[src/rtl/mem_port_arbiter.sv]
// Port-B arbiter for the main BlockRam: fixed CPU priority with a starvation bound for the
// peripheral, one-cycle tagged read return, and the CPU stall signal.
module mem_port_arbiter #(
  parameter int unsigned DATA        = 16,
  parameter int unsigned ADDR        = 14,
  parameter int unsigned MAX_CPU_RUN = 4
) (
  input  logic            i_clk_50mhz,
  input  logic            i_reset,
  // CPU requester
  input  logic            i_cpu_req,
  input  logic            i_cpu_we,
  input  logic [ADDR-1:0] i_cpu_addr,
  input  logic [DATA-1:0] i_cpu_wdata,
  output logic            o_cpu_gnt,
  output logic            o_cpu_stall,
  output logic            o_cpu_rvalid,
  output logic [DATA-1:0] o_cpu_rdata,
  // Peripheral requester
  input  logic            i_per_req,
  input  logic            i_per_we,
  input  logic [ADDR-1:0] i_per_addr,
  input  logic [DATA-1:0] i_per_wdata,
  output logic            o_per_gnt,
  output logic            o_per_rvalid,
  output logic [DATA-1:0] o_per_rdata,
  // BlockRam port B
  output logic            o_mem_we,
  output logic [ADDR-1:0] o_mem_addr,
  output logic [DATA-1:0] o_mem_wdata,
  input  logic [DATA-1:0] i_mem_rdata
);

  localparam logic [3:0] RunMax = 4'(MAX_CPU_RUN);

  logic [3:0] r_run_cnt;
  logic       r_rd_pend;
  logic       r_rd_owner;

  logic       w_cpu_gnt;
  logic       w_per_gnt;
  logic       w_run_full;
  logic [3:0] w_run_cnt_d;

  assign w_run_full = (r_run_cnt >= RunMax);

  always_comb begin
    w_cpu_gnt = 1'b0;
    w_per_gnt = 1'b0;
    if (!i_reset) begin
      if (i_cpu_req && i_per_req) begin
        w_cpu_gnt = !w_run_full;
        w_per_gnt = w_run_full;
      end else begin
        w_cpu_gnt = i_cpu_req;
        w_per_gnt = i_per_req;
      end
    end
  end

  // Counts CPU grants that made a waiting peripheral wait; saturates, never wraps.
  always_comb begin
    w_run_cnt_d = r_run_cnt;
    if (w_per_gnt || !i_per_req) begin
      w_run_cnt_d = 4'd0;
    end else if (w_cpu_gnt && !w_run_full) begin
      w_run_cnt_d = r_run_cnt + 4'd1;
    end
  end

  always_ff @(posedge i_clk_50mhz) begin
    if (i_reset) begin
      r_run_cnt  <= 4'd0;
      r_rd_pend  <= 1'b0;
      r_rd_owner <= 1'b0;
    end else begin
      r_run_cnt  <= w_run_cnt_d;
      r_rd_pend  <= (w_cpu_gnt && !i_cpu_we) || (w_per_gnt && !i_per_we);
      r_rd_owner <= w_per_gnt;
    end
  end

  // With no grant the RAM sees the CPU fields, keeping the address stable.
  always_comb begin
    o_mem_addr  = i_cpu_addr;
    o_mem_wdata = i_cpu_wdata;
    o_mem_we    = w_cpu_gnt && i_cpu_we;
    if (w_per_gnt) begin
      o_mem_addr  = i_per_addr;
      o_mem_wdata = i_per_wdata;
      o_mem_we    = i_per_we;
    end
  end

  assign o_cpu_gnt    = w_cpu_gnt;
  assign o_per_gnt    = w_per_gnt;
  assign o_cpu_stall  = i_cpu_req && !w_cpu_gnt;
  assign o_cpu_rvalid = r_rd_pend && !r_rd_owner;
  assign o_per_rvalid = r_rd_pend && r_rd_owner;
  assign o_cpu_rdata  = i_mem_rdata;
  assign o_per_rdata  = i_mem_rdata;

endmodule
[config.mk]
export PLATFORM = sky130hd
export DESIGN_NAME = mem_port_arbiter
export DESIGN_NICKNAME = d
export VERILOG_FILES = /design/src/rtl/mem_port_arbiter.sv
export SDC_FILE = /design/constraint.sdc
export NUM_CORES = 1
export LEC_CHECK = 0
export CAP_MARGIN = 0
export CORE_ASPECT_RATIO = 1.2
export CORE_MARGIN = 2
export CORE_UTILIZATION = 25
export DETAILED_ROUTE_END_ITERATION = 6
export GPL_ROUTABILITY_DRIVEN = 0
export GPL_TIMING_DRIVEN = 1
export PLACE_DENSITY = 0.88
export SKIP_LAST_GASP = 1
export SLEW_MARGIN = 20
export SYNTH_ARGS = -nofsm -noshare
export SYNTH_HDL_FRONTEND = slang
export SYNTH_SLANG_ARGS = --single-unit
[constraint.sdc]
create_clock -name i_clk_50mhz -period 1.9 [get_ports i_clk_50mhz]
set_input_delay 0.19 -clock i_clk_50mhz [delete_from_list [all_inputs] [get_ports i_clk_50mhz]]
set_output_delay 0.19 -clock i_clk_50mhz [all_outputs]
set_load 0.01 [all_outputs]
Yosys cells after proc, flatten, opt, wreduce, memory -nomap -nowiden:

Cells that the tools add are included.

* register bits after elaboration: 6
* bits of input ports: 82
* bits in read-only memories: 0
* bits in writable memories: 0
* memories kept: 0
* latch bits: 0

* divide/modulo/power cells: 0
* $add $sub $neg: 1
* order comparisons: 1
* equality and inequality tests: 0
* mux-type cells: 7
* $mul: 0
* bitwise operators: 0
* shift-type cells: 0
* reduce and logical (&&, ||, !) cells: 17

Operators by type and width (number)
* $mux W16: 1
* $mux W14: 1
* $logic_and A1 B1 Y1: 8
* $logic_not A1 Y1: 6
* $mux W1: 5
* $add A4 B1 Y4 const B: 1
* $ge A4 B3 Y1 const B: 1
* $logic_or A1 B1 Y1: 2
* $reduce_or A2 Y1: 1

Longest topological paths before layout:

* depth after elaboration: 6
* mapped depth: 4
* mapped depth without buffers: 3

Least setup slack after synthesis:

Ideal clock, no wire load.

* path type: reg2out
* from: register r_run_cnt[2]
* to: output o_mem_addr[0]
* stages on the path, launching flop included: 5
* arrival: 1.173 ns
* buffers on the path: 1
* path slack: 0.537 ns
* path through: dfxtp_1 -> nor3b_4 -> nor2_4 -> buf_6 -> mux2_4

* cells in the longest elaborated chain, start to end: 4

Ends and longest elaborated chain
* from (decl): line 36 `logic [3:0] r_run_cnt;`
* from (signal assigned): line 77 `r_run_cnt <= w_run_cnt_d;`
* $ge A4 B3 Y1: line 45 `assign w_run_full = (r_run_cnt >= RunMax);`
* $mux W1: line 51 `if (i_cpu_req && i_per_req) begin`
* $mux W1: line 50 `if (!i_reset) begin`
* via o_per_gnt: line 24 `output logic o_per_gnt,`
* $mux W14: line 88 `if (w_per_gnt) begin`
* to (decl): line 29 `output logic [ADDR-1:0] o_mem_addr,`

The timed path passes the listed nets, and every way through them passes these cells.

Worst setup path in the final report:

* from: register r_run_cnt[2]
* to: output o_mem_wdata[6]

* cells in the longest elaborated chain, start to end: 4

Ends and longest elaborated chain
* $ge A4 B3 Y1: line 45
* $mux W1: line 51
* $mux W1: line 50
* $mux W16: line 88
* to (decl): line 30 `output logic [DATA-1:0] o_mem_wdata,`

Every way passes these cells.

==> impl_metrics.py <==
metrics = {
    "synthesis": {
        "synth-seq-cells": 6,
        "synth_top_area_cell": "mux2_4",
        "synth.distinct_cells": 21,
        "async_reset_ff_share_pct": 0,
        "synth-main-ff-cell": "dfxtp_1",
        "synthTopCellsByArea": "mux2_4 (43%), buf_4 (25%), dfxtp_1 (12%), buf_6 (3.5%), mux2_2 (2.3%)",
        "seq_area_frac_synth_pct": 12.3,
        "synth.avg_cell_area_sq_um": 10.7,
        "synth_top_area_share_pct": 43.0,
        "yosysMostFrequentCell": "buf_4",
        "ys_top_cells_by_count": "buf_4 (32), mux2_4 (28), dfxtp_1 (6)",
        "synth_edf_count": 0,
        "synth.cell_area_sq_um": 977,
        "ys_warn_count": 0,
        "netlist_instances": 91,
        "syn_nets": 174,
    },
    "layout": {
        "insertedDiodeCount": 0,
        "regArea_sq_um": 123,
        "syn2layout_area_growth_pct": 102,
        "finalNetCount": 256,
        "multi_input_area_sq_um": 587,
        "layout-drive-gt1-share_pct": 41.5,
        "fillers": 366,
    },
    "clock_network": {
        "cts_made_buffers": 3,
        "hold_buffers": 0,
        "clock-root-buffer": "clkbuf_8",
        "cts_max_level": 1,
        "cts_buffer_depth": 2,
        "cts.reportedPaths.clkPinSlew_ns": 0.03,
        "cts_tree": "done",
        "clkSinkCount": 6,
        "clock_latency_ns": 0.22,
    },
    "timing": {
        "setup_viol": 0,
        "rsz0062_at_grt": "true",
        "min_period_ns": 1.89,
        "timing.fmax_mhz": 528,
        "post-route-period-util_pct": 99.6,
        "fin_worst_skew_ns": 0.000817,
        "drv_slew": 0,
        "hold_viol": 0,
        "setup_ws_ns": 0.00743,
    },
    "worst_setup_path": {
        "critPathRequiredTime_ns": 1.71,
        "crit_type": "flip-flop to primary output",
        "path_cells": "nor3b_4, nor2_4, buf_4, bufbuf_16, mux2_4, buf_6",
        "ff2ff_setup_slack_ns": 0.85,
        "reg2reg_depth": 4,
        "max_stage_delay_ns": 0.32,
        "crit_family": "buffers and inverters",
        "path_buf_inv": 3,
        "cp.depth": 6,
        "worstSetupEndpoint": "o_mem_wdata[6]",
        "arrival_ns": 1.70,
        "crit_fanout": 5,
        "critical_path.startpoint": "r_run_cnt[2]",
        "cp_slowest_cell": "dfxtp_2",
        "end_kind": "primary output",
        "crit_path_start_kind": "flip-flop",
        "rr_startpoint": "r_run_cnt[2]",
        "reg2reg_to": "r_rd_pend",
    },
    "floorplan": {
        "die_h_microns": 72.5,
        "coreArea_sq_um": 3690,
        "start_util_pct": 26.5,
        "num_io_pins": 150,
        "chipWidth_microns": 61.1,
        "die_area_sq_um": 4430,
        "row_count": 24,
    },
    "pwr": {
        "p_int_mw": 0.574,
        "swShare_pct": 23.9,
        "leakagePower_nw": 0.903,
        "ir_worst_vdd_mv": 0.352,
        "p_total_mw": 0.754,
        "p_switching_mw": 0.180,
        "clock_power_share_pct": 25.3,
        "seq_power_share_pct": 17.7,
        "comb_power_share_pct": 57.0,
        "powerDensity_nw_per_um2": 381,
    },
    "drt": {
        "viasPerCell": 4.09,
        "antenna_left": 0,
        "wirelength_mm": 3.08,
        "drt-initial-drc-count": 13,
        "wl_per_cell_microns": 13.8,
        "via_count": 913,
        "first_pass_iters": 2,
        "drc": 0,
    },
    "placement": {
        "portBuffers": 101,
        "dpl_worst_slack_ns": -0.304,
        "hpwl_mm": 2.38,
    },
    "global_route": {
        "grtUsageTotal_pct": 12.9,
        "grt_pass1_wl_mm": 4.24,
        "grt_max_degree": 9,
        "grt_pass1_vias": 908,
        "gr-total-overflow": 0,
        "antenna_found_initial": 0,
    },
    "run": {
        "cap_viol_max_count": 0,
    },
    "hold_path": {
        "hp-class": "input port to primary output",
    },
    "outcome": {
        "status": "finished, final reports clean",
    },
}
-- cells by family (layout without fill, tap and decap cells) --
logic type      Yosys count  count (layout)  synth area share (%)
simple gates             14              14                  10.1
buf+inv                  36             116                  28.4
flops                     6               6                  12.3
other cells               1               1                 0.384
fa+ha+maj                 1               1                  1.28
mux                      30              30                  45.3
compound gates            3               3                  2.18
-- per-stage QoR --
stage                     area (sq um)  instances  hold WS [ns]  TNS (ns)  utilization, %
final                             1980        223         0.380         0            53.5
after global routing              1980        223         0.380    -0.310            53.5
after CTS                         1940        225         0.380    -0.433            52.5
after detailed placement          1830        213         0.380     -8.79            49.7
after global placement            1830        213         0.380     -7.68            49.7
after floorplan                    977         91         0.338         0               -
-- worst min-delay path by stage --
stage | startpoint | to | slack, ns | cells after the start
floorplan | i_cpu_we | r_rd_pend | 0.34 | 2
global placement | i_mem_rdata[4] | o_per_rdata[4] | 0.38 | 0
detailed placement | i_mem_rdata[4] | o_per_rdata[4] | 0.38 | 0
CTS | i_mem_rdata[4] | o_per_rdata[4] | 0.38 | 0
global route | i_mem_rdata[7] | o_per_rdata[7] | 0.38 | 0
finish | i_mem_rdata[12] | o_cpu_rdata[12] | 0.38 | 0
-- timing repair --
action	in CTS	in global routing
pin swaps	2	2
endpoints found under the hold margin	0	0
buffers inserted	7	0
gates cloned	2	0
gates resized for setup	103	24
setup endpoints to repair	32	28
-- layout by cell type, fill, tap and decap left out, drive strengths merged, types with 2 or more instances in the layout --
master / Yosys / layout
clkdlybuf4s50: 0 / 66
mux2: 30 / 30
buf: 35 / 27
dlygate4sd2: 0 / 9
dfxtp: 6 / 6
clkbuf: 0 / 6
clkdlybuf4s15: 0 / 5
nor2b: 3 / 3
nor2: 3 / 3
and3: 2 / 2
bufbuf: 0 / 2
-- per-layer routing --
metal / wire, microns / up-vias / GRT usage, %
met3: 361 / 5 / 4.46
met5: 0 / - / 0
met1: 1040 / 407 / 12.4
li1: - / 439 / -
met2: 1640 / 62 / 25.4
met4: 31 / 0 / 2.42
-- registers in the layout, indices dropped and copies added, names as in the netlist --
name	count
r_rd_owner	1
r_rd_pend	1
r_run_cnt	4
-- power by group through the flow --
stage	sequential, mW	clock [mW]	combinational (mW)
detailed placement	0.135	0	0.415
floorplan	0.135	0	0.223
finish	0.134	0.191	0.429
CTS	0.134	0.195	0.415
global placement	0.135	0	0.408
global route	0.134	0.205	0.457
-- area by class of cell --
type / count / area share (%)
Clock buffer: 3 / 2.09
Inverter: 1 / 0.190
Multi-Input combinational cell: 49 / 29.7
Sequential cell: 6 / 6.21
Tap cell: 52 / 3.29
Timing Repair Buffer: 112 / 58.5
No activity file was read; power rests on OpenSTA's default activity.
==> edit 1: new RTL, same settings <==
Change the parameter `DATA` from 16 to 15.
--- a/src/rtl/mem_port_arbiter.sv
+++ b/src/rtl/mem_port_arbiter.sv
@@ -2,5 +2,5 @@
 // peripheral, one-cycle tagged read return, and the CPU stall signal.
 module mem_port_arbiter #(
-  parameter int unsigned DATA        = 16,
+  parameter int unsigned DATA        = 15,
   parameter int unsigned ADDR        = 14,
   parameter int unsigned MAX_CPU_RUN = 4
Ports: changed (6 resized); port bits go from 150 to 144. The function was not compared with the original's and may differ.
==> edit 1 against the unedited design <==
Sequential power hardly changed. Die area down 3.0%. Worst hold slack is essentially flat. Total power decreased by 7.1%. Area after synthesis shrank 3.2%. Count of clock-buffer cells in the layout unchanged. Sequential cell count stayed put. Worst setup slack improved by 41 ps. Global-route usage down 0.24 points. Routed wire length is 2.5% lower. Via count is 4.4% lower. Cell area is 11% lower. First-iteration DRC count grew 15%. Critical path type unchanged. Critical endpoint is now o_mem_we.
==> edit 1: results (changes against the unedited design) <==
Clock network
The number of buffers added by the clock tree synthesis step is 3 (unchanged). The maximum level of the CTS H-tree is 1 (unchanged). The register clock-pin slew on the reported worst setup and hold paths is 40 ps.

The insertion delay of the later-clocked pin in the worst-skew pair was 220 ps (about the same). The number of buffers between clock root and the deepest sink is 2 (unchanged). The root buffer selected by CTS is clkbuf_8.

Worst setup path
The cell count of the worst reg-to-reg path is 4 (unchanged). The highest cell delay on the worst timing path is 320 ps (about the same). The slowest cell on the critical path is dfxtp_2. The critical path data arrival time is 1660 ps (-40 ps). The largest fanout of any net on the critical path is 9 (+4). In this run the register-to-register setup slack is 860 ps.

Among cell families on the critical path, the largest total delay comes from buffers and inverters.

Synthesis
The number of distinct library cell variants in the gate-level netlist after synthesis is 21 (unchanged). The commonest register cell after synthesis is dfxtp_1. After synthesis, the most frequently instantiated cells are buf_4, mux2_4, dfxtp_1.

The share of synthesized flip-flops with an asynchronous set or reset came to 0% (unchanged). The number of nets produced by synthesis is 168 (-3.4%). By area the synthesized netlist is led by mux2_4, buf_4, dfxtp_1. The total number of yosys warnings is 0 (unchanged). The sequential-to-total area share from yosys stat is 12.70% (+0.41 points).

Placed design
The number of buffers added on ports is 98 (-3.0%). The post-detailed-placement half-perimeter wirelength is 2377 um (about the same).

Power and ir drop
The cell leakage power is 0.0008398 uW (-7.0%). The maximum vdd ir drop is 0.0001435 V (-59%). The fraction of power spent switching nets is 24.89% (+1.0 points).

Route
The iteration count of the initial detailed-routing pass is 4 (+2). The total wire length came to 2998 um (-2.5%). The number of DRC violations after detailed-routing iteration 0 is 15 (+2). The routed via count divided by cell count was 4.023 (-1.7%).

Cells and area
In the final layout, the registers with the most flip-flops are r_run_cnt: 4 flops, r_rd_owner: 1 flops, r_rd_pend: 1 flops. The count of filler cells inserted in the layout is 343 (-6.3%). The number of inserted diodes came to 0 (unchanged). The fraction of layout cells with a size suffix above 1 came to 44.85% (+3.3 points). The layout net count was 247 (-3.5%).

Outcome
The run finished with clean final reports.

GRT
The pin count of the biggest net entering global routing came to 10 (+1). The number of antenna violations at the first check in global routing came to 0 (unchanged). The via count of the first global-routing pass is 868 (-4.4%). The first-pass GRT wire length is 4036 um (-4.9%).

The aggregate global-route resource usage came to 12.66% (-0.24 points).

Worst hold path
The hold path depth is 0 (unchanged). The class of the tightest hold or removal check is in -> out.

Timing
The maximum clock skew at final layout came to 0.3262 ps (-0.4906 ps). The number of slew-limit violations in the final report is 0 (unchanged).
edit 1: cell types whose count changed after synthesis:
cell,delta
nor2_4,-1
mux2_2,-1
nor2_2,+1
buf_4,-2
edit 1: area by class of cell:
cell class	count	area, um2	share of cell area (%)
Sequential cell	6	121.4	6.865
Tap cell	52	65.06	3.680
Clock buffer	3	41.29	2.335
Inverter	1	3.754	0.2123
Multi-Input combinational cell	48	575.6	32.55
Timing Repair Buffer	107	960.9	54.35
edit 1: worst paths after layout:
| path | from | endpoint |
|---|---|---|
| worst min-delay path | i_mem_rdata[12] | o_cpu_rdata[12] |
| worst max register to register | r_run_cnt[3]$_SDFFE_PP0P_ | r_rd_pend$_SDFF_PP0_ |
| worst max-delay path | r_run_cnt[3]$_SDFFE_PP0P_ | o_mem_we |
| worst min register to register | r_run_cnt[0]$_SDFFE_PP0P_ | r_run_cnt[0]$_SDFFE_PP0P_ |
edit 1: power groups by stage:
stage / logic (uW) / clock network, uW / registers, uW
final: 371 / 195 / 134
after CTS: 398 / 201 / 133
after global placement: 399 / 0 / 135
after detailed placement: 402 / 0 / 135
after global routing: 392 / 207 / 134
after floorplan: 214 / 0 / 135
edit 1: per-layer routing:
metal	share of wire [%]	vias to the layer above	track usage [%]	wire length, um
met4	0.50	0	4.938	15
met1	33	384	11.88	998
met3	14	2	4.152	424
met2	52	65	24.15	1560
met5	0	-	0	0
li1	-	422	-	-
edit 1: metrics by stage:
| step | instances | worst slack, ps | instance area [um2] | hold slack (ps) |
|---|---|---|---|---|
| 2_1_floorplan | 88 | 555.0 | 945.9 | 338.3 |
| 3_3_place_gp | 210 | -243.9 | 1800 | 380.1 |
| 3_5_place_dp | 210 | -253.8 | 1800 | 380.1 |
| 4_1_cts | 218 | -3.399 | 1903 | 380.1 |
| 5_1_grt | 217 | -1.195 | 1768 | 380.0 |
| 6_report | 217 | 47.94 | 1768 | 380.0 |
edit 1: worst register-to-register path: cells and delay by family, from the launching register on:
kind | cells | cell delay, ps
AND/OR/NAND/NOR | 2 | 290
buffers and inverters | 1 | 170
AO/OA/AOI/OAI | 1 | 150
flip-flops | 1 | 320
edit 1: cell families after synthesis:
| logic type | Yosys count | synth area share [%] |
|---|---|---|
| fa+ha+maj | 1 | 1.323 |
| flops | 6 | 12.70 |
| buf+inv | 34 | 27.78 |
| other cells | 1 | 0.3964 |
| compound gates | 3 | 2.249 |
| mux | 29 | 45.63 |
| simple gates | 14 | 9.922 |
edit 1: what timing repair did:
action,CTS,global route
gates resized for setup,76,27
pin swaps,1,2
buffers inserted,3,0
endpoints found under the hold margin,0,0
endpoints found under the setup margin,31,29
gates cloned,2,0
==> edit 2: new RTL, config.mk and constraints unchanged <==
Made on the original files. Make the reset (`i_reset`) asynchronous in one clocked block.
--- a/src/rtl/mem_port_arbiter.sv
+++ b/src/rtl/mem_port_arbiter.sv
@@ -69,5 +69,5 @@
   end
 
-  always_ff @(posedge i_clk_50mhz) begin
+  always_ff @(posedge i_clk_50mhz or posedge i_reset) begin
     if (i_reset) begin
       r_run_cnt  <= 4'd0;
Function: differs if i_reset is asserted again (counterexample within 4 cycles, from zero or initial values and one cycle with i_reset high); with i_reset held inactive, the same outputs for 10 cycles.
==> edit 2 against the unedited design <==
The run now ends with negative setup slack left. Maximum frequency decreased by 8.7%. Routed wire length increased by 3.4%. Sequential share of layout area increased by 1.4 points. Critical path type unchanged. Synthesized cell count grew 5.5%. Worst setup slack got worse by 180 ps. Clock skew barely moved. Critical endpoint is now o_mem_wdata[1]. Area after synthesis down 5.5%. Cell area increased by 0.38%. Count of clock-buffer cells in the layout stayed put. Total power shrank 3.4%. Die area down 5.2%. First-iteration DRC count increased by 130%. Sequential cell count did not move.
==> edit 2: results (changes against the unedited design) <==
Worst setup path
The slack of the worst reg-to-reg path is 490 ps (-360 ps). The cell count of the worst reg-to-reg path was 6 (+2). The largest fanout of any net on the critical path is 6 (+1).

The endpoint identified for the worst register-to-register timing path is r_rd_owner$_DFF_PP0_. The critical path data arrival time was 1880 ps (+180 ps). The launching point of the worst reg2reg path is r_run_cnt[2]$_DFFE_PP0P_.

Clock network
The root buffer cell chosen for the clock tree is clkbuf_8. The post-CTS setup repair buffer count is 6 (-1). The maximum level of the CTS H-tree was 1 (unchanged). The count of instances resized after the clock tree is built is 144 (+40%).

The number of buffers added by the clock tree synthesis step came to 3 (unchanged).

Timing
The worst hold margin came to 380.0 ps (-0.001000 ps). The number of failing setup endpoints in the final timing report is 31 (+31). The final setup slack of the worst path is -172.6 ps (-180.1 ps).

The maximum clock skew at final layout is 1.276 ps (+0.4592 ps).

Cells and area
The fraction of layout cells with a size suffix above 1 is 46.11% (+4.6 points). The count of filler cells inserted in the layout was 306 (-16%). The number of inserted diodes is 0 (unchanged).

The layout net count is 265 (+3.5%).

Route
The wire length on met3 came to 269 um (-25%). The sum of met2 wire segment lengths after detailed routing is 1747 um (+6.5%). The iteration count of the initial detailed-routing pass is 4 (+2).

The number of DRC violations after detailed-routing iteration 0 came to 30 (+17). The met1 layer wirelength in the final routing came to 1134 um (+8.8%). The routed via count is 985 (+7.9%). The total wire length came to 3181 um (+3.4%).

The highest layer touched by signal routing is met4. The routed via count divided by cell count is 4.498 (+9.9%).

Synthesis
After synthesis, the cell types taking the most area are mux2_2, buf_4, dfrtp_1. The number of nets produced by synthesis is 179 (+2.9%). The number of distinct library cell variants in the gate-level netlist after synthesis is 22 (+4.8%). The count of mapped cells out of synthesis came to 96 (+5.5%). The commonest cells after synthesis are buf_4, mux2_2, dfrtp_1.

The share of synthesized flip-flops with an asynchronous set or reset is 100.0% (+100 points). The sequential-to-total area share from yosys stat is 16.26% (+4.0 points). For this run, the leading register cell type out of synthesis is dfrtp_1. The total number of yosys warnings was 0 (unchanged).

GRT
The met3 track demand over resource in global routing is 2.011% (-2.4 points). The met2 track utilization from global routing is 28.82% (+3.4 points). The aggregate global-route resource usage came to 15.14% (+2.2 points).

The pin count of the biggest net entering global routing is 9 (unchanged). The met1 global-route usage was 16.76% (+4.4 points). The first-pass GRT wire length is 4988 um (+18%). The via count of the first global-routing pass came to 1086 (+20%).

Placed design
The post-detailed-placement half-perimeter wirelength is 2405 um (+1.2%). The total placed cells including tap cells was 209 (-1.9%).

Worst hold path
The endpoint of the worst hold-timing path is o_per_rdata[0]. The class of the tightest hold or removal check is in -> out. The hold path depth is 0 (unchanged).

The worst hold path begins at i_mem_rdata[0].

Outcome
The final reports fail on negative setup slack. The flow ran to the end, but the final reports show violations.

Power and ir drop
The maximum vdd ir drop was 0.0001672 V (-52%). The cell leakage power is 0.0009711 uW (+7.5%).
edit 2: area by class of cell:
cell class | count | area (um2) | share of cell area, %
multi-input cells | 52 | 566.8 | 28.58
clock buffers | 3 | 41.29 | 2.082
repair buffers | 116 | 1162 | 58.61
inverters | 3 | 13.76 | 0.6940
flip-flops and latches | 6 | 150.1 | 7.571
well taps | 39 | 48.80 | 2.461
edit 2: per-stage QoR:
step / TNS, ps / util, % / setup WS (ps) / instance area [um2]
floorplan: 0 / - / 326.1 / 923.4
global placement: -13790 / 49.75 / -457.3 / 1778
detailed placement: -14510 / 49.75 / -484.9 / 1778
CTS: -4275 / 56.83 / -279.8 / 2031
global route: -4924 / 55.50 / -238.7 / 1983
finish: -2688 / 55.50 / -172.6 / 1983
edit 2: critical path, cell delays in order, from the launching register on:
cell and delay, ps:
dfrtp_1 380, or3b_4 440, nand2_8 100, buf_12 110
buf_16 120, buf_6 90, mux2_4 290, buf_6 120
edit 2: how the worst max path moves through the flow:
stage                                         from              end  depth (start not counted)
after global routing      r_run_cnt[2]$_DFFE_PP0P_   o_mem_wdata[1]                          7
after detailed placement                 i_cpu_req    o_mem_addr[3]                          6
after CTS                 r_run_cnt[3]$_DFFE_PP0P_    o_mem_addr[3]                          6
after floorplan           r_run_cnt[3]$_DFFE_PP0P_    o_mem_addr[0]                          4
after global placement                   i_cpu_req  o_mem_wdata[14]                          6
final                     r_run_cnt[2]$_DFFE_PP0P_   o_mem_wdata[1]                          7
edit 2: power breakdown:
group          total [uW]  internal, uW  switching [uW]
combinational         400           279             121
sequential            135           132            2.27
clock                 193           136            56.6
edit 2: logic make-up after synthesis:
| kind of cell | synth area share, % |
|---|---|
| simple gates | 9.621 |
| fa+ha+maj | 1.355 |
| buf+inv | 31.57 |
| flops | 16.26 |
| compound gates | 4.607 |
| mux | 36.58 |
